<file path="src/rtl/lcd_pkg.sv">
// Shared opcodes, command-bus field positions and sequencer state encoding
// for the HD44780 command source.
package lcd_pkg;

  localparam logic [7:0] LCD_FUNC_SET  = 8'h38;
  localparam logic [7:0] LCD_DISP_ON   = 8'h0C;
  localparam logic [7:0] LCD_CLEAR     = 8'h01;
  localparam logic [7:0] LCD_ENTRY     = 8'h06;
  localparam logic [7:0] LCD_SET_DDRAM = 8'h80;

  localparam int COMM_RW  = 8;
  localparam int COMM_RS  = 9;
  localparam int COMM_SEL = 10;
  localparam int COMM_W   = 11;

  typedef enum logic [2:0] {
    ST_PWR,
    ST_INIT,
    ST_ADDR,
    ST_CHAR,
    ST_IDLE
  } state_e;

  function automatic logic [7:0] init_opcode(input logic [1:0] step);
    logic [7:0] op;
    case (step)
      2'd0:    op = LCD_FUNC_SET;
      2'd1:    op = LCD_DISP_ON;
      2'd2:    op = LCD_CLEAR;
      default: op = LCD_ENTRY;
    endcase
    return op;
  endfunction

  // Instruction path: display sees source select low and routes the opcode.
  function automatic logic [COMM_W-1:0] instr_cmd(input logic [7:0] op);
    logic [COMM_W-1:0] c;
    c           = '0;
    c[7:0]      = op;
    c[COMM_RW]  = 1'b0;
    c[COMM_RS]  = 1'b0;
    c[COMM_SEL] = 1'b0;
    return c;
  endfunction

  function automatic logic [COMM_W-1:0] char_cmd(input logic [7:0] n);
    logic [COMM_W-1:0] c;
    c           = '0;
    c[7:0]      = n;
    c[COMM_RW]  = 1'b0;
    c[COMM_RS]  = 1'b1;
    c[COMM_SEL] = 1'b1;
    return c;
  endfunction

endpackage

</file>
<file path="src/rtl/lcd_delay_timer.sv">
// Up-counter shared by every wait in the sequencer; o_done flags the last
// cycle of a LIMIT-cycle interval, and i_clr restarts it from zero.
module lcd_delay_timer #(
  parameter int TW = 19
) (
  input  logic          i_clk,
  input  logic          i_rst_n,
  input  logic          i_clr,
  input  logic [TW-1:0] i_limit,
  output logic          o_done
);

  localparam logic [TW-1:0] ONE = TW'(1);

  logic [TW-1:0] cnt_q;
  logic [TW-1:0] cnt_d;

  always_comb begin
    cnt_d = cnt_q + ONE;
    if (i_clr) begin
      cnt_d = '0;
    end
  end

  always_ff @(posedge i_clk or negedge i_rst_n) begin
    if (!i_rst_n) begin
      cnt_q <= '0;
    end else begin
      cnt_q <= cnt_d;
    end
  end

  assign o_done = (cnt_q == (i_limit - ONE));

endmodule

</file>
<file path="src/rtl/lcd_sequencer.sv">
// HD44780 command source: power-up wait, 4-instruction init, then on request
// a set-DDRAM-address followed by one data write per character-bank byte.
module lcd_sequencer
  import lcd_pkg::*;
#(
  parameter int SIZE     = 4,
  parameter int STEP_CYC = 1250,
  parameter int PWR_CYC  = 375000,
  parameter int CLR_CYC  = 41000,
  parameter int TW       = 19
) (
  input  logic              i_clk,
  input  logic              i_rst_n,
  input  logic              i_update,
  input  logic [SIZE*8-1:0] i_data,
  input  logic [6:0]        i_col,
  output logic [10:0]       o_comm,
  output logic [SIZE*8-1:0] o_data,
  output logic              o_strobe,
  output logic              o_busy,
  output logic              o_ready
);

  localparam logic [7:0] LAST_CHAR = 8'(SIZE - 2);

  state_e              state_q,   state_d;
  logic [1:0]          step_q,    step_d;
  logic [7:0]          n_q,       n_d;
  logic [COMM_W-1:0]   comm_q,    comm_d;
  logic [SIZE*8-1:0]   data_q,    data_d;
  logic                strobe_q,  strobe_d;
  logic                busy_q,    busy_d;
  logic                ready_q,   ready_d;
  logic                pending_q, pending_d;

  logic          t_clr;
  logic          t_done;
  logic [TW-1:0] t_limit;

  always_comb begin
    t_limit = TW'(STEP_CYC);
    if (state_q == ST_PWR) begin
      t_limit = TW'(PWR_CYC);
    end else if (state_q == ST_INIT && step_q == 2'd2) begin
      t_limit = TW'(CLR_CYC);
    end
  end

  // Every busy state advances exactly when its wait expires, so the expiry
  // itself restarts the timer; IDLE keeps it parked at zero.
  assign t_clr = t_done || (state_q == ST_IDLE);

  lcd_delay_timer #(
    .TW(TW)
  ) u_timer (
    .i_clk   (i_clk),
    .i_rst_n (i_rst_n),
    .i_clr   (t_clr),
    .i_limit (t_limit),
    .o_done  (t_done)
  );

  always_comb begin
    state_d   = state_q;
    step_d    = step_q;
    n_d       = n_q;
    comm_d    = comm_q;
    data_d    = data_q;
    strobe_d  = 1'b0;
    ready_d   = ready_q;
    // A request while busy is folded into a single pending refresh.
    pending_d = pending_q || (i_update && state_q != ST_IDLE);

    case (state_q)
      ST_PWR: begin
        if (t_done) begin
          state_d  = ST_INIT;
          step_d   = 2'd0;
          comm_d   = instr_cmd(init_opcode(2'd0));
          strobe_d = 1'b1;
        end
      end

      ST_INIT: begin
        if (t_done) begin
          if (step_q == 2'd3) begin
            state_d = ST_IDLE;
            ready_d = 1'b1;
          end else begin
            step_d   = step_q + 2'd1;
            comm_d   = instr_cmd(init_opcode(step_q + 2'd1));
            strobe_d = 1'b1;
          end
        end
      end

      ST_IDLE: begin
        if (i_update || pending_q) begin
          state_d   = ST_ADDR;
          data_d    = i_data;
          pending_d = 1'b0;
          comm_d    = instr_cmd(LCD_SET_DDRAM | {1'b0, i_col});
          strobe_d  = 1'b1;
        end
      end

      ST_ADDR: begin
        if (t_done) begin
          state_d  = ST_CHAR;
          n_d      = 8'd0;
          comm_d   = char_cmd(8'd0);
          strobe_d = 1'b1;
        end
      end

      ST_CHAR: begin
        if (t_done) begin
          if (n_q == LAST_CHAR) begin
            state_d = ST_IDLE;
          end else begin
            n_d      = n_q + 8'd1;
            comm_d   = char_cmd(n_q + 8'd1);
            strobe_d = 1'b1;
          end
        end
      end

      default: begin
        state_d = ST_PWR;
      end
    endcase

    busy_d = (state_d != ST_IDLE);
  end

  always_ff @(posedge i_clk or negedge i_rst_n) begin
    if (!i_rst_n) begin
      state_q   <= ST_PWR;
      step_q    <= 2'd0;
      n_q       <= 8'd0;
      comm_q    <= '0;
      data_q    <= '0;
      strobe_q  <= 1'b0;
      busy_q    <= 1'b1;
      ready_q   <= 1'b0;
      pending_q <= 1'b0;
    end else begin
      state_q   <= state_d;
      step_q    <= step_d;
      n_q       <= n_d;
      comm_q    <= comm_d;
      data_q    <= data_d;
      strobe_q  <= strobe_d;
      busy_q    <= busy_d;
      ready_q   <= ready_d;
      pending_q <= pending_d;
    end
  end

  assign o_comm   = comm_q;
  assign o_data   = data_q;
  assign o_strobe = strobe_q;
  assign o_busy   = busy_q;
  assign o_ready  = ready_q;

endmodule

</file>
<file path="config.mk">
export PLATFORM = sky130hd
export DESIGN_NAME = lcd_sequencer
export DESIGN_NICKNAME = d
export VERILOG_FILES = /design/src/rtl/lcd_pkg.sv /design/src/rtl/lcd_delay_timer.sv /design/src/rtl/lcd_sequencer.sv
export SDC_FILE = /design/constraint.sdc
export NUM_CORES = 1
export LEC_CHECK = 0
export CORE_ASPECT_RATIO = 1.2
export CORE_MARGIN = 2
export CORE_UTILIZATION = 52
export CTS_BUF_LIST = sky130_fd_sc_hd__clkbuf_8
export CTS_CLUSTER_DIAMETER = 200
export DETAILED_ROUTE_END_ITERATION = 7
export PLACE_DENSITY = 0.8
export REMOVE_ABC_BUFFERS = 1
export SLEW_MARGIN = 20
export SYNTH_ARGS = -nofsm -noshare
export SYNTH_HDL_FRONTEND = slang
export SYNTH_SLANG_ARGS = --single-unit
</file>
<file path="constraint.sdc">
create_clock -name i_clk -period 2.6 [get_ports i_clk]
set_input_delay 0.52 -clock i_clk [delete_from_list [all_inputs] [get_ports i_clk]]
set_output_delay 0.52 -clock i_clk [all_outputs]
set_load 0.005 [all_outputs]
</file>
### Word-level counts from Yosys, hierarchy flattened

Cells that the tools add are included.
Widths: inputs -> output; s select.

| word-level totals | value |
|---|---|
| output and inout bits | 46 |
| word-level logic and storage cells | 86 |
| register bits after elaboration | 79 |
| input bits | 42 |

| cells by class | value |
|---|---|
| equality and inequality tests | 19 |
| muxes and demuxes | 37 |
| $add $sub $neg | 4 |
| reduce and logical (&&, ||, !) cells | 16 |

Operator list:

| kind | number |
|---|---|
| $mux 11 | 7 |
| $pmux 11 s5 | 1 |
| $mux 19 | 2 |
| $mux 8 | 3 |
| $mux 3 | 7 |
| $add 19x1->19 const B | 1 |
| $eq 19x19->1 | 1 |
| $sub 19x1->19 const B | 1 |
| $pmux 6 s3 | 1 |
| $mux 16 | 1 |
| $pmux 8 s2 | 1 |
| $pmux 3 s5 | 1 |
| $ne 2x2->1 const B | 6 |
| $add 8x1->8 const B | 1 |
| $eq 8x2->1 const B | 1 |
| $mux 1 | 8 |
| $reduce_and 4->1 | 2 |
| $reduce_and 8->1 | 1 |
| $eq 2x2->1 const B | 3 |
| $eq 3x2->1 const B | 2 |
| $mux 2 | 3 |
| $ne 3x3->1 const B | 2 |
| $reduce_bool 5->1 | 1 |
| $pmux 1 s4 | 1 |
| other kinds (14) | 18 |

### Logic depth before layout (Yosys ltp)

Gate-level depths: netlist of the first run.

| logic depth | value |
|---|---|
| word-level depth | 9 |
| depth in mapped cells | 8 |
| mapped depth without buffers | 7 |

### Modules after synthesis

Synthesis of the first run repeated with hierarchy kept, for this count alone.

| unflattened totals | value |
|---|---|
| cell total of the unflattened synthesis | 405 |
| area, all modules | 4344.2 sq um |

By module, submodules not included:

| module | area an instance (sq um) | cells an instance | sequential area each (sq um) | times used |
|---|---|---|---|---|
| lcd_sequencer | 2790.2 | 229 | 1452.6 | 1 |
| lcd_delay_timer | 1554.0 | 176 | 475.5 | 1 |

### Worst setup path after synthesis of the first run

No wires, ideal clock.

| timing path | value |
|---|---|
| path type | reg-to-reg |
| start | reg step_q[0] |
| end | reg n_q[0] |
| period minus slack after synthesis | 2.412 ns |
| slack | 0.188 ns |
| buffers on the path | 1 |
| arrival time | 2.286 ns |
| stages on the path, launching flop included | 9 |
| path through | dfrtp_1 > inv_1 > ha_1 > nor4bb_1 > mux2i_2 > nand4_4 > or3_1 > buf_6 > mux2_4 |

| between the ends | value |
|---|---|
| cells in the longest elaborated chain, start to end | 8 |
| elaborated cells between the ends (all ways) | 9 |
| classes of those cells | add/sub (1); eq/ne (4); mux (2); reduce/logical (2) |

Ends and longest elaborated chain:

| element | line | source |
|---|---|---|
| start: declaration | lcd_sequencer.sv:27 | `logic [1:0] step_q, step_d;` |
| start signal: assignment | lcd_sequencer.sv:149 | `step_q <= step_d;` |
| $eq 2x2->1 * | lcd_sequencer.sv:44 | `end else if (state_q == ST_INIT && step_q == 2'd2) begin` |
| $logic_and 1x1->1 * | lcd_sequencer.sv:44 |  |
| $mux 16 * | lcd_sequencer.sv:44 |  |
| $mux 19 * | lcd_sequencer.sv:42 | `if (state_q == ST_PWR) begin` |
| $sub 19x1->19 * | lcd_delay_timer.sv:33 | `assign o_done = (cnt_q == (i_limit - ONE));` |
| $eq 19x19->1 * | lcd_delay_timer.sv:33 |  |
| $ne 2x2->1 (no line) | -- |  |
| $reduce_and 4->1 (no line) * | -- |  |
| end signal: assignment | lcd_sequencer.sv:150 | `n_q <= n_d;` |
| end: declaration | lcd_sequencer.sv:28 | `logic [7:0] n_q, n_d;` |

Mark *: on every way between the ends. The rest lies on a longest branch, timed or not.
A chain may end at the register's enable or synchronous reset.

### Final worst setup path of the first run

| timing path | value |
|---|---|
| start | reg u_timer.cnt_q[15] |
| end | reg n_q[0] |

| between the ends | value |
|---|---|
| cells in the longest elaborated chain, start to end | 3 |
| elaborated cells between the ends (all ways) | 4 |
| classes of those cells | eq/ne (3); reduce/logical (1) |

Ends and longest elaborated chain:

| element | line | source |
|---|---|---|
| start: declaration | lcd_delay_timer.sv:15 | `logic [TW-1:0] cnt_q;` |
| start signal: assignment | lcd_delay_timer.sv:29 | `cnt_q <= cnt_d;` |
| $eq 19x19->1 * | lcd_delay_timer.sv:33 |  |
| $ne 2x2->1 (no line) | -- |  |
| $reduce_and 4->1 (no line) * | -- |  |

Marked as above.

==> flow_summary.json, run 1 <==
{
  "status": "finished clean",
  "hp-class": "primary input to asynchronous set/reset pin",
  "cts_buffers": 9,
  "fp.dieW_microns": 83.0,
  "pre_cts_slack_ns": 0.0846,
  "synth_largest_area_cell": "dfrtp_1",
  "instances_no_fill": 532,
  "slowest_delay_ns": 0.57,
  "synthArstFlopShare": 1.00,
  "place_congestion": 0.859,
  "rsz0062_at_grt": "no",
  "fp.coreArea_sq_mm": 0.00727,
  "drc_errors": 0,
  "grt.total_usage": 0.237,
  "synthTopCellsByArea": "dfrtp_1 49%, mux2_2 9.3%, nor2_1 3.4%",
  "cts_tree": "yes",
  "synth.distinct_cells": 65,
  "fin_nets": 487,
  "yosysSeqAreaShare": 0.495,
  "cts-root-buf": "clkbuf_8",
  "drt_iter0_drc": 186,
  "synth-simple-area-share": 0.166,
  "h-tree-depth": 3,
  "crit_start": "u_timer.cnt_q[15]",
  "arrival_ns": 2.70,
  "final_hold_viol_count": 0,
  "vias_per_cell": 5.64,
  "end_kind": "flop",
  "synthAdderAreaFrac": 0.0257,
  "clock_sinks": 77,
  "overflow": 0,
  "num_rows": 34,
  "wire_per_inst_microns": 17.4,
  "synth_mux_area_frac": 0.155,
  "worst_hold_slack_ns": 0.138,
  "drt-pass1-iter-count": 4,
  "finalSetupViolCount": 0,
  "tns_ns": 0,
  "tightestPinTransition_ns": 0.748,
  "r2r-start": "u_timer.cnt_q[15]",
  "dp_hpwl_microns": 6770,
  "drtAntennaViolNets": 0,
  "ctsHoldBuffers": 0,
  "ios": 88,
  "drv_slew": 0,
  "synth_flop_cell": "dfrtp_1",
  "cap_violations": 0,
  "fin_skew_ns": 0.00708,
  "layout-drive-gt1-share": 0.195,
  "period_minus_slack_ns": 2.46,
  "die-area_sq_mm": 0.00820,
  "die_h_microns": 98.8,
  "ys_seq_elements": 77,
  "mappedNetlistArea_sq_mm": 0.00389,
  "worstSetupPathType": "flop to flop",
  "irDropWorstVdd_mv": 0.417,
  "p_total_mw": 2.82,
  "placed_cells": 516,
  "start_util": 0.535,
  "synth_xor_area_frac": 0.0495,
  "grt_max_degree": 44,
  "clk_latency_ns": 0.35,
  "synth_cells": 342,
  "io_buffers": 86,
  "grt_pass1_vias": 3142,
  "wl_microns": 9250,
  "synth_compound_area_frac": 0.0733,
  "path_cells": "or4b_4, a211oi_4, nor2_2, or3_1, mux2_4",
  "synth_top_family_by_area": "simple AND/OR/NAND/NOR gates",
  "grt_pass1_wl_microns": 15500,
  "antenna_found_initial": 0,
  "synth_warnings": 0,
  "p_leak_nw": 2.20,
  "synth-edff-count": 0,
  "area_growth_pct": 30.9,
  "crit_slowest_cell": "or4b_4",
  "cp-start-kind": "flop",
  "cts_max_path_buffers": 2,
  "num_vias": 3001,
  "maxSlewHeadroom": 0.497,
  "synth_top_cell_area_share": 0.489,
  "path_clk_slew_ns": 0.08,
  "powerDensity_mw_per_mm2": 554,
  "avgSynthCellArea_sq_um": 11.4,
  "cp_max_fo": 8,
  "fmax_mhz": 407,
  "finalCritPeriodShare": 0.946,
  "setup_slack_ns": 0.140,
  "num_antenna_cells": 0,
  "cp.required_ns": 2.84
}
==> cell type report <==
type	count	area (sq um)
tap	90	113
multi-input combinational	237	1840
timing repair buffer	101	983
inverter	11	41.3
clock buffer	9	124
fill	513	2180
sequential	77	1930
clock inverter	7	67.6
==> path summary, 6_finish.rpt <==
path / slack (ns) / depth (start not counted) / to
min in group i_clk: 0.48 / 1 / o_ready
worst max-delay path: 0.14 / 5 / n_q[0]
worst min-delay path: 0.14 / 1 / o_data[30]
max in group asynchronous: 1.75 / 2 / step_q[1]
worst max register to register: 0.14 / 5 / n_q[0]
worst min register to register: 0.48 / 1 / o_ready
==> state kept, by name, indices dropped and copies added (netlist names) <==
name,flops
o_ready,1
o_data,32
o_strobe,1
state_q,3
o_comm,9
n_q,8
o_busy,1
pending_q,1
step_q,2
u_timer.cnt_q,19
==> what timing repair did <==
action / 4_1_cts / 5_1_grt
endpoints found under the setup margin: 0 / 13
buffers inserted: 0 / 0
gates resized for setup: 0 / 1
==> kinds of logic after synthesis <==
family | after synthesis
flip-flops | 77
buffers and inverters | 28
adder cells (fa/ha/maj) | 8
multiplexers | 50
XOR/XNOR | 22
AO/OA/AOI/OAI | 38
AND/OR/NAND/NOR | 118
other | 1
==> metal layers <==
layer,up-vias,track usage,wire [microns]
met2,106,0.378,4480
met4,0,0.110,288
met5,-,0,0
li1,1390,-,-
met3,26,0.0896,714
met1,1479,0.287,3770
==> cell usage after synthesis, types with 6 or more instances <==
cell type / instances
dfrtp_1: 76
nor2_1: 35
mux2_2: 32
nand2_1: 19
nand3_1: 18
xor2_1: 12
inv_1: 11
xnor2_1: 10
ha_1: 8
clkbuf_1: 7
mux2_1: 7
nand4_1: 6
==> through the flow <==
stage | utilization | instance area, sq um
2_1_floorplan | - | 3800
3_3_place_gp | 0.673 | 4900
3_5_place_dp | 0.673 | 4900
4_1_cts | 0.700 | 5090
5_1_grt | 0.701 | 5100
6_report | 0.701 | 5100
==> critical path, delay by kind of cell, from the launching register on <==
kind / cells / cell delay (ns)
AND/OR/NAND/NOR: 3 / 1.25
AO/OA/AOI/OAI: 1 / 0.31
flip-flops: 1 / 0.43
multiplexers: 1 / 0.36
==> where the power goes <==
part / internal, mW / total (mW) / switching [mW]
Sequential: 1.31 / 1.43 / 0.120
Combinational: 0.301 / 0.505 / 0.205
Clock: 0.438 / 0.888 / 0.450
==> placed cells by master (no fill, tap or decap), types with 3 or more instances in the layout <==
cell type	instances
clkdlybuf4s50_1	85
dfrtp_1	76
nor2_1	34
mux2_2	32
nand2_1	19
nand3_1	18
buf_4	15
inv_1	12
xor2_1	12
xnor2_1	10
clkbuf_8	9
ha_1	8
mux2_1	7
nand4_1	6
o21ai_0	5
a21oi_1	5
o31ai_1	5
mux2_4	5
nand2b_1	4
and3_1	4
or3_1	4
or2_2	3
nor4_1	3
nor3_1	3
o211ai_1	3
a21o_1	3
mux2i_1	3
Note: power is estimated with default switching activity, not from simulation.
==> run 2, diff against run 1 <==
- PLACE_DENSITY: 0.8 -> 0.82
==> flow_summary.json, run 2 (synthesis gave the netlist of run 1 again) <==
{
  "status": "finished clean",
  "place_congestion": 0.929,
  "drv_slew": 0,
  "wl_microns": 8650,
  "fp.dieW_microns": 83.0,
  "num_antenna_cells": 0,
  "cts_buffers": 9,
  "r2r-start": "step_q[0]",
  "rsz0062_at_grt": "no",
  "largest_reg_flops": 32,
  "io_buffers": 86,
  "die_h_microns": 98.8,
  "area_growth_pct": 31.3,
  "crit_start": "step_q[0]",
  "worstSetupPathType": "flop to flop",
  "period_minus_slack_ns": 2.43,
  "num_vias": 2970,
  "irDropWorstVdd_mv": 0.540,
  "place_area_sq_mm": 0.00488,
  "fin_area_sq_mm": 0.00511,
  "dp_hpwl_microns": 6300,
  "clock_sinks": 77,
  "cp.required_ns": 2.83,
  "p_leak_nw": 2.21,
  "cts_tree": "yes",
  "fp.coreArea_sq_mm": 0.00727,
  "drt_iter0_drc": 297,
  "h-tree-depth": 3,
  "layout_common_cells": "85 x clkdlybuf4s50_1, 76 x dfrtp_1, 34 x nor2_1",
  "fin_skew_ns": 0.00955,
  "start_util": 0.535,
  "end_kind": "flop",
  "cp-start-kind": "flop",
  "grt_pass1_vias": 3058,
  "num_rows": 34,
  "clk_latency_ns": 0.34,
  "maxSlewHeadroom": 0.367,
  "instances_no_fill": 528,
  "finalCritPeriodShare": 0.936,
  "cap_violations": 0,
  "drt-pass1-iter-count": 5,
  "fin_nets": 484,
  "grt_pass1_wl_microns": 14300,
  "drc_errors": 0,
  "hp-class": "primary input to asynchronous set/reset pin",
  "vias_per_cell": 5.63,
  "fmax_mhz": 411,
  "path_clk_slew_ns": 0.08,
  "final_hold_viol_count": 0,
  "overflow": 0,
  "finalSetupViolCount": 0,
  "cts-root-buf": "clkbuf_8",
  "wire_per_inst_microns": 16.4,
  "grt.total_usage": 0.218,
  "arrival_ns": 2.66,
  "cp_max_fo": 10,
  "placed_cells": 513,
  "tightestPinTransition_ns": 0.949,
  "p_total_mw": 2.93,
  "antenna_found_initial": 0,
  "mostFrequentLayoutCell": "clkdlybuf4s50_1",
  "die-area_sq_mm": 0.00820,
  "grt_max_degree": 78,
  "ios": 88,
  "post-cts-setup-buffer-count": 0,
  "cts_max_path_buffers": 2,
  "layout-drive-gt1-share": 0.189,
  "powerDensity_mw_per_mm2": 574,
  "drtAntennaViolNets": 0
}
## run 2: cell count changes in the layout (fill, tap and decap cells not counted), sizes merged
cell | previous run | this run
clkinv | 3 | 1
buf | 16 | 13
bufinv | 1 | 2
clkinvlp | 2 | 0
clkbuf | 9 | 11
## run 2: timing repair
action                                  CTS  global route
hold buffers                              0             0
resized for setup                         0             2
hold endpoints to repair                  0             0
endpoints found under the setup margin    0            13
## run 2: where the power goes
| part | total [mW] | switching, mW | leakage [nW] | internal (mW) |
|---|---|---|---|---|
| Combinational | 0.503 | 0.202 | 1.12 | 0.300 |
| Sequential | 1.42 | 0.116 | 0.977 | 1.31 |
| Clock | 1.01 | 0.421 | 0.117 | 0.586 |
| Total | 2.93 | 0.739 | 2.21 | 2.20 |
## run 2: area by class of cell
class                   count  area [sq um]
fillers                   495          2160
flip-flops and latches     77          1930
multi-input cells         237          1840
repair buffers             98           961
clock buffers              11           151
well taps                  90           113
clock inverters             4          72.6
inverters                  11          41.3
## run 2: path summary, 6_finish.rpt
kind	endpoint	slack, ns	depth (start not counted)
min	o_data[4]	0.30	1
max	o_comm[4]	0.17	9
max in group asynchronous	o_data[1]	1.66	1
min in group i_clk	o_ready	0.48	1
max reg2reg	o_comm[4]	0.17	9
min reg2reg	o_ready	0.48	1
## run 2: layer usage
layer	track usage	routed length, microns
met5	0	0
met4	0.0870	150
met3	0.0821	784
met2	0.339	4030
met1	0.276	3680
## run 2: worst max-delay path, stage by stage (launching register included)
cell,delay [ns]
dfrtp_1,0.38
inv_1,0.08
ha_1,0.22
nor4bb_2,0.31
mux2i_2,0.37
nand4_4,0.12
buf_4,0.18
o21ba_1,0.21
buf_12,0.15
mux2_1,0.31
## run 2: per-stage QoR
step	TNS, ns	setup WS (ns)	utilization	hold slack (ns)
6_report	0	0.167	0.703	0.298
5_1_grt	0	0.0112	0.703	0.408
4_1_cts	0	0.0524	0.701	0.342
3_3_place_gp	0	0.165	0.670	0.463
2_1_floorplan	-18.85	-0.697	-	0.224
3_5_place_dp	0	0.101	0.670	0.469
==> run 3, diff against run 2 <==
- CORE_UTILIZATION: 52 -> 51
- CTS_BUF_LIST: sky130_fd_sc_hd__clkbuf_8 -> default
- PLACE_DENSITY: 0.82 -> 0.81
==> flow_summary.json, run 3 (synthesis gave the netlist of run 1 again) <==
{
  "status": "finished clean",
  "wl_microns": 8940,
  "period_minus_slack_ns": 2.39,
  "clk_latency_ns": 0.35,
  "p_leak_nw": 2.19,
  "ff2ff_setup_slack_ns": 0.21,
  "area_growth_pct": 30.5,
  "drc_errors": 0,
  "grt_pass1_vias": 3097,
  "fp.coreArea_sq_mm": 0.00732,
  "dp_hpwl_microns": 6540,
  "path_cells": "ha_1, nor4bb_2, mux2i_2, nand4_4, buf_4, o21ba_1, buf_4, mux2_1",
  "worstSetupPathType": "flop to flop",
  "num_vias": 2978,
  "wire_per_inst_microns": 16.9,
  "largest_reg_flops": 32,
  "mostFrequentLayoutCell": "clkdlybuf4s50_1",
  "cts_buffers": 9,
  "rsz0062_at_grt": "no",
  "num_antenna_cells": 0,
  "crit_family": "multiplexers",
  "cpMostUsedCell": "buf_4",
  "fin_skew_ns": 0.00950,
  "r2r-start": "step_q[1]",
  "finalCritPeriodShare": 0.920,
  "cts_tree": "yes",
  "drt-pass1-iter-count": 5,
  "hp-class": "primary input to asynchronous set/reset pin",
  "irDropWorstVdd_mv": 0.345,
  "ios": 88,
  "die_h_microns": 99.7,
  "cts-root-buf": "clkbuf_8",
  "cp-start-kind": "flop",
  "post-cts-setup-buffer-count": 0,
  "cp_max_fo": 9,
  "h-tree-depth": 3,
  "grt_max_degree": 45,
  "vias_per_cell": 5.63,
  "slowest_delay_ns": 0.44,
  "grt_pass1_wl_microns": 14700,
  "path_buf_inv": 2,
  "final_hold_viol_count": 0,
  "antenna_found_initial": 0,
  "finalSetupViolCount": 0,
  "io_buffers": 86,
  "arrival_ns": 2.62,
  "layout_common_cells": "85 x clkdlybuf4s50_1, 76 x dfrtp_1, 34 x nor2_1",
  "drtAntennaViolNets": 0,
  "grt.total_usage": 0.226,
  "end_kind": "flop",
  "n_fill_cell": 530,
  "crit_slowest_cell": "dfrtp_1",
  "tightestPinTransition_ns": 0.793,
  "die-area_sq_mm": 0.00835,
  "path_clk_slew_ns": 0.08,
  "cp.required_ns": 2.83,
  "num_rows": 34,
  "powerDensity_mw_per_mm2": 542,
  "maxSlewHeadroom": 0.466,
  "layout-drive-gt1-share": 0.194,
  "drt_iter0_drc": 210,
  "clock_sinks": 77,
  "overflow": 0,
  "start_util": 0.532,
  "tns_ns": 0,
  "cap_violations": 0,
  "fin_nets": 485,
  "post-route-util": 0.694,
  "place_congestion": 0.856,
  "cts_max_path_buffers": 2,
  "drv_slew": 0,
  "crit_start": "step_q[1]",
  "fp.dieW_microns": 83.8,
  "fmax_mhz": 418
}
run 3: metal layers:
layer	track usage	vias up	wire length [microns]	share of wire
met3	0.0880	13	847	0.095
met5	0	-	0	0
met2	0.362	125	4210	0.47
met4	0.114	0	194	0.022
li1	-	1386	-	-
met1	0.266	1454	3680	0.41
run 3: through the flow:
step           hold WS [ns]  power (mW)  cell area (sq um)  setup WS, ns  std cells
2_1_floorplan         0.224        1.66               3800        -0.697        325
3_3_place_gp          0.460        1.93               4900         0.173        514
3_5_place_dp          0.489        1.95               4900        0.0674        514
4_1_cts               0.106        2.78               5070        0.0626        529
5_1_grt               0.124        2.88               5080        0.0412        529
6_report             0.0974        2.75               5080         0.208        529
run 3: where the power goes:
| part | internal (mW) | total [mW] | leakage [nW] | switching [mW] |
|---|---|---|---|---|
| logic | 0.301 | 0.498 | 1.12 | 0.197 |
| registers | 1.31 | 1.43 | 0.977 | 0.119 |
| clock network | 0.371 | 0.825 | 0.0889 | 0.454 |
run 3: layout make-up:
class                           instances  area [sq um]  share of cell area
Multi-Input combinational cell        237          1840               0.363
Tap cell                               90           113              0.0222
Timing Repair Buffer                   99           981               0.193
Clock buffer                           10           138              0.0271
Inverter                               11          41.3             0.00813
Sequential cell                        77          1930               0.380
Clock inverter                          5          35.0             0.00690
run 3: final timing paths:
kind | end | depth (start not counted)
max | o_comm[2] | 8
min | o_data[1] | 1
max reg2reg | o_comm[2] | 8
min reg2reg | o_comm[7] | 1
max in group asynchronous | o_busy | 2
min in group i_clk | o_comm[7] | 1
run 3: worst reg2reg max path: cells and delay by family (launching register included):
family / cells / cell delay (ns)
DFF: 1 / 0.44
AOI/OAI and AO/OA: 1 / 0.18
and+or+nand+nor: 2 / 0.41
buffers and inverters: 2 / 0.35
adders and majority gates: 1 / 0.23
muxes: 2 / 0.67
run 3: timing repair:
| item | in CTS | in global routing |
|---|---|---|
| hold buffers | 0 | 0 |
| resized for setup | 0 | 2 |
| endpoints found under the setup margin | 0 | 16 |
